### config.mk
export PLATFORM = sky130hd
export DESIGN_NAME = proj_pool_flat
export DESIGN_NICKNAME = d
export VERILOG_FILES = /design/src/rtl/proj_pool_if.sv /design/src/rtl/proj_pool.sv /design/src/flat_wrapper.sv
export SDC_FILE = /design/constraint.sdc
export NUM_CORES = 1
export LEC_CHECK = 0
export ABC_AREA = 1
export ABC_CLOCK_PERIOD_IN_PS = 1800
export CORE_MARGIN = 2
export CORE_UTILIZATION = 44
export CTS_BUF_LIST = sky130_fd_sc_hd__clkbuf_4 sky130_fd_sc_hd__clkbuf_8
export DETAILED_ROUTE_END_ITERATION = 7
export GPL_ROUTABILITY_DRIVEN = 0
export PLACE_DENSITY = 0.84
export SLEW_MARGIN = 5
export SYNTH_ARGS = -nofsm -noshare
export SYNTH_HDL_FRONTEND = slang
export SYNTH_SLANG_ARGS = --single-unit
### constraint.sdc
create_clock -name clk -period 1.8 [get_ports clk]
set_input_delay 0.36 -clock clk [delete_from_list [all_inputs] [get_ports clk]]
set_output_delay 0.36 -clock clk [all_outputs]
set_load 0.05 [all_outputs]
### src/rtl/proj_pool_if.sv
// -----------------------------------------------------------------------------
// proj_pool_if
// Bundle between one projectile pool and its neighbours (controller,
// collision checker, renderer).
//   master : controller side - drives pulse_projSpeed, shoot, hit_vec and the
//            shooter geometry (playerX/playerY/playerW); reads the pool state.
//   slave  : the pool itself - the mirror image of master.
// Packed coordinates: slot i at proj_x[i*X_W +: X_W], proj_y[i*Y_W +: Y_W].
// -----------------------------------------------------------------------------
interface proj_pool_if #(
  parameter int N_PROJ = 3,
  parameter int X_W    = 10,
  parameter int Y_W    = 9
);
  logic                    pulse_projSpeed;
  logic                    shoot;
  logic [N_PROJ-1:0]       hit_vec;
  logic [X_W-1:0]          playerX;
  logic [Y_W-1:0]          playerY;
  logic [X_W-1:0]          playerW;
  logic [N_PROJ*X_W-1:0]   proj_x;
  logic [N_PROJ*Y_W-1:0]   proj_y;
  logic [N_PROJ-1:0]       proj_active;
  logic                    shot_fired;
  logic                    shot_blocked;
  logic                    pool_full;

  modport master (
    output pulse_projSpeed, shoot, hit_vec, playerX, playerY, playerW,
    input  proj_x, proj_y, proj_active, shot_fired, shot_blocked, pool_full
  );

  modport slave (
    input  pulse_projSpeed, shoot, hit_vec, playerX, playerY, playerW,
    output proj_x, proj_y, proj_active, shot_fired, shot_blocked, pool_full
  );
endinterface

### src/rtl/proj_pool.sv
// -----------------------------------------------------------------------------
// proj_pool
// Projectile pool for one shooter. Spawns a projectile at the shooter's centre
// on a rising shoot edge (subject to a cooldown counted in speed pulses and a
// free slot), moves every live projectile STEP pixels per speed pulse, and
// retires projectiles on a collision hit or when they leave the play field.
// Ports:
//   clk  : system clock
//   rst  : synchronous active-low reset
//   bus  : proj_pool_if.slave - controls in, packed projectile state out
// All outputs are registered (pool_full is a reduction of registered flags).
// -----------------------------------------------------------------------------
module proj_pool #(
  parameter int N_PROJ   = 3,
  parameter int X_W      = 10,
  parameter int Y_W      = 9,
  parameter int STEP     = 4,
  parameter bit DIR_UP   = 1'b1,
  parameter int Y_MIN    = 0,
  parameter int Y_MAX    = 479,
  parameter int X_MAX    = 639,
  parameter int COOLDOWN = 2
) (
  input  logic           clk,
  input  logic           rst,
  proj_pool_if.slave     bus
);

  localparam int CD_W   = (COOLDOWN > 0) ? $clog2(COOLDOWN + 1) : 1;
  localparam int SLOT_W = (N_PROJ > 1) ? $clog2(N_PROJ) : 1;

  // Bounds widened by one bit so sums/differences cannot wrap before compare.
  localparam logic [X_W:0] X_SAT  = (X_W+1)'(X_MAX);
  localparam logic [Y_W:0] Y_LO   = (Y_W+1)'(Y_MIN + STEP);
  localparam logic [Y_W:0] Y_HI   = (Y_W+1)'(Y_MAX);
  localparam logic [Y_W:0] STEP_W = (Y_W+1)'(STEP);
  localparam logic [CD_W-1:0] CD_LOAD = CD_W'(COOLDOWN);

  logic [N_PROJ-1:0] active_q, active_d;
  logic [X_W-1:0]    x_q [N_PROJ];
  logic [X_W-1:0]    x_d [N_PROJ];
  logic [Y_W-1:0]    y_q [N_PROJ];
  logic [Y_W-1:0]    y_d [N_PROJ];
  logic [CD_W-1:0]   cooldown_q, cooldown_d;
  logic              shoot_prev_q;
  logic              fired_q, fired_d;
  logic              blocked_q, blocked_d;

  logic              fire_req;
  logic              free_found;
  logic [SLOT_W-1:0] free_idx;
  logic              spawn;
  logic [X_W:0]      spawn_x_wide;
  logic [X_W-1:0]    spawn_x;
  logic [Y_W:0]      y_wide;
  logic [Y_W:0]      y_moved;

  // Spawn decision: lowest free slot judged on pre-cycle state, so a slot
  // freed this cycle only becomes eligible on the next one.
  always_comb begin
    // NOTE: every always_comb output gets a default first; a path that leaves
    // a variable unassigned would otherwise infer a latch.
    fire_req   = bus.shoot & ~shoot_prev_q;
    free_found = 1'b0;
    free_idx   = '0;
    for (int i = N_PROJ - 1; i >= 0; i--) begin
      if (!active_q[i]) begin
        free_found = 1'b1;
        free_idx   = SLOT_W'(i);
      end
    end
    spawn        = fire_req && (cooldown_q == '0) && free_found;
    spawn_x_wide = {1'b0, bus.playerX} + ({1'b0, bus.playerW} >> 1);
    spawn_x      = (spawn_x_wide > X_SAT) ? X_SAT[X_W-1:0] : spawn_x_wide[X_W-1:0];
  end

  // Per-slot next state. Priority: spawn (slot is inactive, so nothing else
  // can apply), then hit, then movement/edge retire.
  always_comb begin
    active_d = active_q;
    y_wide   = '0;
    y_moved  = '0;
    for (int i = 0; i < N_PROJ; i++) begin
      x_d[i] = x_q[i];
      y_d[i] = y_q[i];
      if (spawn && (free_idx == SLOT_W'(i))) begin
        active_d[i] = 1'b1;
        x_d[i]      = spawn_x;
        y_d[i]      = bus.playerY;
      end else if (active_q[i]) begin
        y_wide = {1'b0, y_q[i]};
        if (bus.hit_vec[i]) begin
          active_d[i] = 1'b0;
          x_d[i]      = '0;
          y_d[i]      = '0;
        end else if (bus.pulse_projSpeed) begin
          if (DIR_UP) begin
            y_moved = y_wide - STEP_W;
            if (y_wide < Y_LO) begin
              active_d[i] = 1'b0;
              x_d[i]      = '0;
              y_d[i]      = '0;
            end else begin
              y_d[i] = y_moved[Y_W-1:0];
            end
          end else begin
            y_moved = y_wide + STEP_W;
            if (y_moved > Y_HI) begin
              active_d[i] = 1'b0;
              x_d[i]      = '0;
              y_d[i]      = '0;
            end else begin
              y_d[i] = y_moved[Y_W-1:0];
            end
          end
        end
      end
    end
  end

  // Cooldown reloads on an accepted shot and otherwise counts speed pulses.
  always_comb begin
    cooldown_d = cooldown_q;
    if (spawn) begin
      cooldown_d = CD_LOAD;
    end else if (bus.pulse_projSpeed && (cooldown_q != '0)) begin
      cooldown_d = cooldown_q - 1'b1;
    end
    fired_d   = spawn;
    blocked_d = fire_req && !spawn;
  end

  always_ff @(posedge clk) begin
    // NOTE: sequential state uses non-blocking assignments only, so every
    // register samples the pre-edge values regardless of statement order.
    if (!rst) begin
      active_q     <= '0;
      cooldown_q   <= '0;
      fired_q      <= 1'b0;
      blocked_q    <= 1'b0;
      // Treat shoot as already high so a press held through reset is ignored.
      shoot_prev_q <= 1'b1;
      // NOTE: the slot coordinate arrays are reset too, because an inactive
      // slot must read x=0, y=0 to the renderer immediately after reset.
      for (int i = 0; i < N_PROJ; i++) begin
        x_q[i] <= '0;
        y_q[i] <= '0;
      end
    end else begin
      active_q     <= active_d;
      cooldown_q   <= cooldown_d;
      fired_q      <= fired_d;
      blocked_q    <= blocked_d;
      shoot_prev_q <= bus.shoot;
      for (int i = 0; i < N_PROJ; i++) begin
        x_q[i] <= x_d[i];
        y_q[i] <= y_d[i];
      end
    end
  end

  for (genvar g = 0; g < N_PROJ; g++) begin : g_pack
    assign bus.proj_x[g*X_W +: X_W] = x_q[g];
    assign bus.proj_y[g*Y_W +: Y_W] = y_q[g];
  end

  assign bus.proj_active  = active_q;
  assign bus.shot_fired   = fired_q;
  assign bus.shot_blocked = blocked_q;
  assign bus.pool_full    = &active_q;

endmodule

### src/flat_wrapper.sv
// flat-port wrapper written by rule: the top's interface ports become plain ports
module proj_pool_flat 
#(
  parameter int N_PROJ   = 3,
  parameter int X_W      = 10,
  parameter int Y_W      = 9,
  parameter int STEP     = 4,
  parameter bit DIR_UP   = 1'b1,
  parameter int Y_MIN    = 0,
  parameter int Y_MAX    = 479,
  parameter int X_MAX    = 639,
  parameter int COOLDOWN = 2
)
  (clk, rst, bus_pulse_projSpeed, bus_shoot, bus_hit_vec, bus_playerX, bus_playerY, bus_playerW, bus_proj_x, bus_proj_y, bus_proj_active, bus_shot_fired, bus_shot_blocked, bus_pool_full);
  proj_pool_if #(.N_PROJ(N_PROJ), .X_W(X_W), .Y_W(Y_W)) bus_i ();
  input  logic clk;
  input  logic rst;
  input wire logic [$bits(bus_i.pulse_projSpeed)-1:0] bus_pulse_projSpeed;
  input wire logic [$bits(bus_i.shoot)-1:0] bus_shoot;
  input wire logic [$bits(bus_i.hit_vec)-1:0] bus_hit_vec;
  input wire logic [$bits(bus_i.playerX)-1:0] bus_playerX;
  input wire logic [$bits(bus_i.playerY)-1:0] bus_playerY;
  input wire logic [$bits(bus_i.playerW)-1:0] bus_playerW;
  output wire logic [$bits(bus_i.proj_x)-1:0] bus_proj_x;
  output wire logic [$bits(bus_i.proj_y)-1:0] bus_proj_y;
  output wire logic [$bits(bus_i.proj_active)-1:0] bus_proj_active;
  output wire logic [$bits(bus_i.shot_fired)-1:0] bus_shot_fired;
  output wire logic [$bits(bus_i.shot_blocked)-1:0] bus_shot_blocked;
  output wire logic [$bits(bus_i.pool_full)-1:0] bus_pool_full;
  assign bus_i.pulse_projSpeed = bus_pulse_projSpeed;
  assign bus_i.shoot = bus_shoot;
  assign bus_i.hit_vec = bus_hit_vec;
  assign bus_i.playerX = bus_playerX;
  assign bus_i.playerY = bus_playerY;
  assign bus_i.playerW = bus_playerW;
  assign bus_proj_x = bus_i.proj_x;
  assign bus_proj_y = bus_i.proj_y;
  assign bus_proj_active = bus_i.proj_active;
  assign bus_shot_fired = bus_i.shot_fired;
  assign bus_shot_blocked = bus_i.shot_blocked;
  assign bus_pool_full = bus_i.pool_full;
  proj_pool #(.N_PROJ(N_PROJ), .X_W(X_W), .Y_W(Y_W), .STEP(STEP), .DIR_UP(DIR_UP), .Y_MIN(Y_MIN), .Y_MAX(Y_MAX), .X_MAX(X_MAX), .COOLDOWN(COOLDOWN)) u_core (.clk(clk), .rst(rst), .bus(bus_i));
endmodule
After elaboration in Yosys (flattened, before gate mapping) --
Memories as Yosys holds them, arrays and structs flattened. Index checks and enable logic that the tools add are counted.
Operators by class: $add $sub $neg 5, magnitude comparators 4, equal/unequal tests 2, multiplexer cells 62, bitwise logic cells 9, reduce and logical (&&, ||, !) cells 14
Operator list (number):
- $mux W10 | 19
- $mux W9 | 18
- $lt A9 B3 Y1 const B | 3
- $sub A9 B3 Y9 const B | 3
- $mux W1 | 20
- $add A10 B9 Y11 | 1
- $gt A11 B10 Y1 const B | 1
- $mux W2 | 5
- $logic_and A1 B1 Y1 | 7
- $or A1 B1 Y1 | 6
- $logic_not A2 Y1 | 2
- $reduce_bool A2 Y1 | 2
- $reduce_and A3 Y1 | 1
- $eq A2 B1 Y1 const B | 1
- $eq A2 B2 Y1 const B | 1
- $not A1 Y1 | 2
- $reduce_or A2 Y1 | 1
- $sub A2 B1 Y2 const B | 1
- $and A1 B1 Y1 | 1
- $logic_not A1 Y1 | 1
Storage, ports and cells: register bits 8, memory bits (writable) 57, input bits 36, output and inout port bits 63, word-level logic and storage cells 104, memories kept 2
Memory list:
- u_core.x_q | words 3, width 10, read ports 3, clocked after memory_dff 0, write ports 3, RTL line proj_pool.sv:40 | logic [X_W-1:0] x_q [N_PROJ];
- u_core.y_q | words 3, width 9, read ports 3, clocked after memory_dff 0, write ports 3, RTL line proj_pool.sv:42 | logic [Y_W-1:0] y_q [N_PROJ];

Longest topological paths before layout --
Gate-level depths: netlist of the first run.
depth after elaboration 7, gate-level depth with buffers 15, gate-level depth less buffers 15

Worst setup path before layout of the first run --
OpenSTA, ideal clock, no wires.
kind register -> register, start point register u_core.active_q[0], in the netlist u_core.bus.proj_active[0], end point register u_core.cooldown_q[1], setup time 134 ps, arrival time 2421 ps, data required time 1666 ps, slack -755 ps, stages on the path, launching flop included 6, buffers on the path 0, period minus slack after synthesis 2555 ps, cell sequence dfxtp_1 -> clkinv_1 -> nor3_1 -> nor2_1 -> inv_1 -> a21oi_1
Between the ends: word-level cells in the longest chain between the ends 3, elaborated cells between the ends (all ways) 4, those cells by class 2 x mux; 2 x reduce/logical
RTL lines:
- start, declared | RTL line proj_pool.sv:39 | logic [N_PROJ-1:0] active_q, active_d;
- start signal, assigned | RTL line proj_pool.sv:150 | active_q <= active_d;
- $mux W1 (*) | RTL line proj_pool.sv:67 | if (!active_q[i]) begin
- $logic_and A1 B1 Y1 (*) | RTL line proj_pool.sv:72 | spawn = fire_req && (cooldown_q == '0) && free_found;
- $mux W2 / $reduce_bool A2 Y1 (equally long branches)
- end signal, assigned | RTL line proj_pool.sv:151 | cooldown_q <= cooldown_d;
- end, declared | RTL line proj_pool.sv:44 | logic [CD_W-1:0] cooldown_q, cooldown_d;
Mark *: on every way between the ends. The rest lies on a longest branch, timed or not. A chain may end at the register's enable or synchronous reset.

==> results.txt, run 1 <==
unique cell type count in the Yosys netlist = 41
MaxCap Viol Count = 0
GRT overflow = 0
clock transition at the registers of the reported paths = 0.07 ns
H-Tree Depth = 3
Crit Path Class = in2reg
setup TNS = 0 ns
Slew @ Worst Pin = 0.396 ns
CTS tree = built
most used cell, CP = nand2_1
CP required = 2.07 ns
Starting DRT DRC Count = 290
number of diodes = 0
Final Util = 0.660
fin crit period = 1.79 ns
WHS = 0.470 ns
Leak = 2.33 nW
Int Pwr = 0.00262 W
number of synthesized flops with an enable pin = 0
Detail Placement HPWL = 7930 um
wire per inst = 15.4 um
die width = 94.5 um
Worst EP arrival = 2.06 ns
Syn Area/Cell = 7.27 um2
Sw Ratio = 0.334
Final Hold Fails = 0
die area = 0.00893 mm2
Max Clock Freq = 0.558 GHz
CTS Buf Count = 9
pwr/cell area = 737 mW/mm2
IO Pins = 99
layout cell share with drive strength beyond 1 = 0.339
Peak VDD IR = 0.284 mV
Slew HR = 0.733
initial core utilization = 0.445
CP endpoint kind = flop
sequential power share = 0.388
core area = 0.00809 mm2
Post-DRT Antenna Nets = 0
# rows = 33
Pins Over Slew Limit = 0
most frequent cells in the layout = 139 x nand2_1, 99 x buf_4, 63 x dfxtp_1
final worst setup slack = 0.00920 ns
vias = 3,942
NetSw = 0.00131 W
status = finished, final reports clean
dpl ws = -0.751 ns
top cells by area, synth = dfxtp_1 36%, nand2_1 16%, a21oi_1 7.5%
# DRC = 0
commonest non-fill, non-tap cell in the layout = nand2_1
ys async rst share = 0
Hold Crit Class = reg2reg
Layout area overhead = 48.1%
Yosys reg bits = 65
clock skew = 0.0125 ns
DR vias/cell = 5.31
Root Buffer = clkbuf_8
share of the synthesized area in the top cell type = 0.361
reg-to-reg slack, setup = 0.14 ns
first-pass GRT wire length = 17,300 um
Post-Route WL = 11,500 um
# setup viols final = 0
Skew-Pair Late Insertion Delay = 0.34 ns
Syn. warnings = 0
largest area contributor in the netlist = dfxtp_1
Mapped Cells = 496
Worst path max stage delay = 0.25 ns
Worst path slowest cell = dlygate4sd2_1
Clock power frac = 0.318
IO buf count = 97
largest net degree at the start of global routing = 36
TritonRoute pass-1 iters = 5
Final nets = 683
Mapped Area = 0.00360 mm2
Post-CTS Hold Buffers = 0
RSZ-0062 raised after global routing = yes
Global Route Usage Sum = 0.244
initial antenna violation count = 0
Num Clock Sinks = 65
Final Cycle Share = 0.995
Worst Path Max Fanout = 4
vias in the first global route = 3,739
Critical Path, Cell by Cell = dlygate4sd2_1, buf_4, ha_1, nand2_1, nand2_1, nand2_1, nand2_1, nand2_1, nand4_1, nand2_4, inv_2, nand2_4, nand2_1, a21oi_2
crit path launch type = primary input
sequential area share after synthesis = 0.361
top_reg_cell synth = dfxtp_1
Comb pwr share = 0.294
Die Y-Extent = 94.5 um
Max Root-Sink Buffers = 2
syn_nets = 546
## power groups by stage
stage               clock network, W  registers [W]  logic [W]
global route                 0.00133        0.00153    0.00123
global placement                   0        0.00156   0.000941
finish                       0.00125        0.00153    0.00115
CTS                          0.00126        0.00153    0.00102
detailed placement                 0        0.00156   0.000967
floorplan                          0        0.00169   0.000497
## metal layers
| metal | vias up | share of wire | track usage |
|---|---|---|---|
| li1 | 1881 | - | - |
| met1 | 1846 | 0.41 | 0.304 |
| met2 | 170 | 0.49 | 0.392 |
| met3 | 45 | 0.067 | 0.0487 |
| met4 | 0 | 0.040 | 0.136 |
| met5 | - | 0 | 0 |
## critical path, delay by kind of cell
family	cells	cell delay, ns
AND/OR/NAND/NOR	9	0.88
buffers and inverters	3	0.48
adder cells (fa/ha/maj)	1	0.19
AO/OA/AOI/OAI	1	0.14
## through the flow
| stage | instance area [um2] | cells | total power (W) |
|---|---|---|---|
| floorplan | 3640 | 496 | 0.00218 |
| global placement | 4830 | 724 | 0.00250 |
| detailed placement | 4830 | 724 | 0.00253 |
| CTS | 5170 | 741 | 0.00381 |
| global route | 5340 | 743 | 0.00409 |
| finish | 5340 | 743 | 0.00393 |
## path summary, 6_finish.rpt
| check | end | depth (start not counted) | start |
|---|---|---|---|
| worst min register to register | u_core.x_q[0][29]$_SDFFE_PN0P_ | 2 | u_core.x_q[0][29]$_SDFFE_PN0P_ |
| worst max register to register | u_core.y_q[0][26]$_SDFFE_PN0P_ | 9 | u_core.y_q[0][22]$_SDFFE_PN0P_ |
| worst max-delay path | u_core.x_q[0][9]$_SDFFE_PN0P_ | 14 | bus_playerW[2] |
| worst min-delay path | u_core.x_q[0][29]$_SDFFE_PN0P_ | 2 | u_core.x_q[0][29]$_SDFFE_PN0P_ |
## registers in the layout, indices dropped and copies added (netlist names)
name and flops:
u_core.bus.shot_blocked 1, u_core.y_q 27, u_core.bus.proj_active 3, u_core.bus.shot_fired 1, u_core.shoot_prev_q 1, u_core.cooldown_q 2, u_core.x_q 30
## repair_timing
action	CTS	global route
resized for setup	48	31
gates cloned	1	1
pin swaps	18	14
buffers inserted	1	1
endpoints found under the setup margin	30	33
## layout make-up
| class | count | area [um2] |
|---|---|---|
| sequential | 65 | 1300 |
| clock inverter | 5 | 55.1 |
| tap | 105 | 131 |
| clock buffer | 11 | 145 |
| multi-input combinational | 367 | 2350 |
| timing repair buffer | 138 | 1150 |
| inverter | 52 | 200 |
| fill | 614 | 2750 |
## synth_stat cells (4+ instances only)
library cell,n
nor2_1,32
nand4_1,10
dfxtp_1,65
nor3_1,4
xnor2_1,4
nand2_4,5
inv_1,43
buf_6,5
xor2_1,12
a21oi_1,54
a21oi_2,4
a31oi_1,7
inv_2,5
ha_1,13
nand3_1,13
nand2_1,153
nand2_2,11
o21ai_0,7
nand3_2,7
clkbuf_1,6
o21ai_1,4
## cells by family after synthesis
kind of cell / count (synthesis) / synth area share
muxes: 1 / 0.00312
xor gates and xnor gates: 16 / 0.0389
AOI/OAI and AO/OA: 82 / 0.128
and+or+nand+nor: 252 / 0.336
buffers and inverters: 66 / 0.0830
adders and majority gates: 14 / 0.0507
DFF: 65 / 0.361
Power figures use the tool's default switching activity.
==> inputs of run 2 (changes only) <==
Settings changed: CORE_UTILIZATION 44 to 45, CTS_CLUSTER_SIZE from default to 16, PLACE_DENSITY 0.84 to 0.86.
==> run 2 against run 1 <==
Clock skew down 0.0073 ns. Critical path depth down 3. Sequential power about the same. Combinational power about the same. Setup slack improved by 0.0078 ns. Fmax grew 0.44%. Die area down 2.1%. Via count increased by 1.8%. Clock-buffer cell count rose by 1. Final cell count down 0.94%. Largest power group unchanged. Register-to-register slack better by 0.02 ns.
==> results.txt, run 2 (synthesized netlist as in run 1, its figures left out) <==
Setup crit end = u_core.x_q[0][10]$_SDFFE_PN0P_ (was u_core.x_q[0][9]$_SDFFE_PN0P_)
initial core utilization = 0.466 (was 0.445)
Num Clock Sinks = 65 (unchanged)
Global Route Usage Sum = 0.263 (was 0.244)
crit path from = bus_playerX[6] (was bus_playerW[2])
pwr/cell area = 738 mW/mm2 (was 737 mW/mm2)
DR vias/cell = 5.45 (was 5.31)
largest net degree at the start of global routing = 34 (was 36)
Slew @ Worst Pin = 0.396 ns (about the same)
first-pass GRT wire length = 18,100 um (was 17,300 um)
IO Pins = 99 (unchanged)
core area = 0.00773 mm2 (was 0.00809 mm2)
Worst Path Max Fanout = 5 (was 4)
CP required = 2.08 ns (was 2.07 ns)
Finished Cell Area = 0.00530 mm2 (was 0.00534 mm2)
Placed Area = 0.00483 mm2 (about the same)
status = finished, final reports clean (unchanged)
Starting DRT DRC Count = 407 (was 290)
reg2reg end = u_core.x_q[0][17]$_SDFFE_PN0P_ (was u_core.y_q[0][26]$_SDFFE_PN0P_)
GRT Max-Usage Layer = met2 (unchanged)
Worst path max stage delay = 0.27 ns (was 0.25 ns)
Root Buffer = clkbuf_8 (unchanged)
clock transition at the registers of the reported paths = 0.07 ns (about the same)
# setup viols final = 0 (unchanged)
Critical Path, Cell by Cell = dlygate4sd2_1, ha_4, nand2_1, nand2_1, a21oi_2, nand4_1, nand2_4, nand2_8, nand3_4, nand2_2, a21oi_2 (was dlygate4sd2_1, buf_4, ha_1, nand2_1, nand2_1, nand2_1, nand2_1, nand2_1, nand4_1, nand2_4, inv_2, nand2_4, nand2_1, a21oi_2)
Post CTS Setup Buffer Count = 0 (was 1)
reg-to-reg slack, setup = 0.16 ns (was 0.14 ns)
Post-Route WL = 11,900 um (was 11,500 um)
MaxCap Viol Count = 0 (unchanged)
wire per inst = 16.2 um (was 15.4 um)
vias = 4,014 (was 3,942)
Final Hold Fails = 0 (unchanged)
initial antenna violation count = 0 (unchanged)
Die Y-Extent = 93.5 um (was 94.5 um)
delay-heaviest family, CP = simple AND/OR/NAND/NOR gates (unchanged)
Detail Placement HPWL = 8230 um (was 7930 um)
met1 usage = 0.340 (was 0.304)
vias in the first global route = 3,843 (was 3,739)
Pins Over Slew Limit = 0 (unchanged)
# DRC = 0 (unchanged)
CTS tree = built (unchanged)
met2 Resource Use GR = 0.427 (was 0.392)
IO buf count = 97 (unchanged)
met3 Resource Use GR = 0.0532 (was 0.0487)
Max Root-Sink Buffers = 2 (unchanged)
die area = 0.00874 mm2 (was 0.00893 mm2)
Final Cycle Share = 0.991 (was 0.995)
GRT overflow = 0 (unchanged)
worst path bufs/invs = 1 (was 3)
Crit Path Class = in2reg (unchanged)
Largest Register = u_core.x_q (unchanged)
Skew-Pair Late Insertion Delay = 0.35 ns (was 0.34 ns)
origin of the critical flop-to-flop path = u_core.cooldown_q[0]$_SDFFE_PP0P_ (was u_core.y_q[0][22]$_SDFFE_PN0P_)
fin crit period = 1.78 ns (was 1.79 ns)
most frequent cells in the layout = 138 x nand2_1, 96 x buf_4, 63 x dfxtp_1 (was 139 x nand2_1, 99 x buf_4, 63 x dfxtp_1)
layout cell share with drive strength beyond 1 = 0.341 (was 0.339)
CTS Buf Count = 9 (unchanged)
critical path depth in cells = 11 (was 14)
CP endpoint kind = flop (unchanged)
clock skew = 0.00516 ns (was 0.0125 ns)
Final nets = 680 (was 683)
crit path launch type = primary input (unchanged)
Slew HR = 0.735 (was 0.733)
Final Util = 0.686 (was 0.660)
Worst path slowest cell = dlygate4sd2_1 (unchanged)
Peak VDD IR = 0.309 mV (was 0.284 mV)
Leak = 2.33 nW (about the same)
Post-DRT Antenna Nets = 0 (unchanged)
number of diodes = 0 (unchanged)
TritonRoute pass-1 iters = 5 (unchanged)
die width = 93.5 um (was 94.5 um)
Hold Crit Class = reg2reg (unchanged)
Layout area overhead = 47.1% (was 48.1%)
reg2reg path depth = 9 (unchanged)
Worst EP arrival = 2.06 ns (about the same)
max reg flops = 30 (unchanged)
commonest non-fill, non-tap cell in the layout = nand2_1 (unchanged)
# rows = 32 (was 33)
Max Clock Freq = 0.561 GHz (was 0.558 GHz)
H-Tree Depth = 3 (unchanged)
[run 2: cell types whose count changed in the layout (fill, tap and decap cells not counted), moves of 2 or more]
cell        change
a21oi_2         +2
nand2_8         -2
a21oi_1         -3
nand2_4         +2
buf_4           -3
clkinvlp_4      -2
[run 2: worst min-delay path, stage by stage (launching register included)]
cell and delay (ns):
dfxtp_1 0.31, nand2_1 0.06, a21oi_1 0.05
[run 2: worst min path at each step]
stage | startpoint | to | slack, ns | depth (start not counted)
finish | u_core.y_q[0][10]$_SDFFE_PN0P_ | u_core.y_q[0][10]$_SDFFE_PN0P_ | 0.47 | 2
global route | u_core.y_q[0][18]$_SDFFE_PN0P_ | u_core.y_q[0][18]$_SDFFE_PN0P_ | 0.49 | 2
CTS | u_core.x_q[0][7]$_SDFFE_PN0P_ | u_core.x_q[0][7]$_SDFFE_PN0P_ | 0.47 | 2
detailed placement | u_core.x_q[0][5]$_SDFFE_PN0P_ | u_core.x_q[0][5]$_SDFFE_PN0P_ | 0.46 | 2
global placement | u_core.y_q[0][10]$_SDFFE_PN0P_ | u_core.y_q[0][10]$_SDFFE_PN0P_ | 0.45 | 2
floorplan | rst | u_core.shoot_prev_q$_SDFF_PN1_ | 0.43 | 1
[run 2: per-layer routing]
layer	up-vias	share of wire
met3	46	0.078
met4	0	0.036
li1	1874	-
met1	1879	0.42
met2	215	0.47
met5	-	0
[run 2: metrics by stage]
step                cells  total power (W)  TNS (ns)  setup WS, ns  hold slack, ns
floorplan             496          0.00218     -1.31       -0.0722           0.429
global placement      719          0.00249    -21.39        -0.620           0.452
detailed placement    719          0.00252    -25.65        -0.746           0.459
CTS                   736          0.00384         0       0.00498           0.466
global route          736          0.00407    -0.376       -0.0594           0.489
finish                736          0.00392         0        0.0170           0.469
[run 2: layout make-up]
cell class / instances / area, um2
fillers: 567 / 2420
multi-input cells: 367 / 2340
flip-flops and latches: 65 / 1300
repair buffers: 135 / 1130
inverters: 52 / 200
clock buffers: 12 / 159
well taps: 102 / 128
clock inverters: 3 / 40.0
[run 2: repair_timing]
action                     in CTS  in global routing
gates cloned                    2                  0
setup endpoints to repair      30                 32
pin swaps                      23                 18
hold buffers                    0                  0
resized for setup              60                 21
[run 2: power breakdown]
group          switching [W]  internal, W
Clock               0.000542     0.000718
Combinational       0.000693     0.000433
Sequential         0.0000428      0.00149
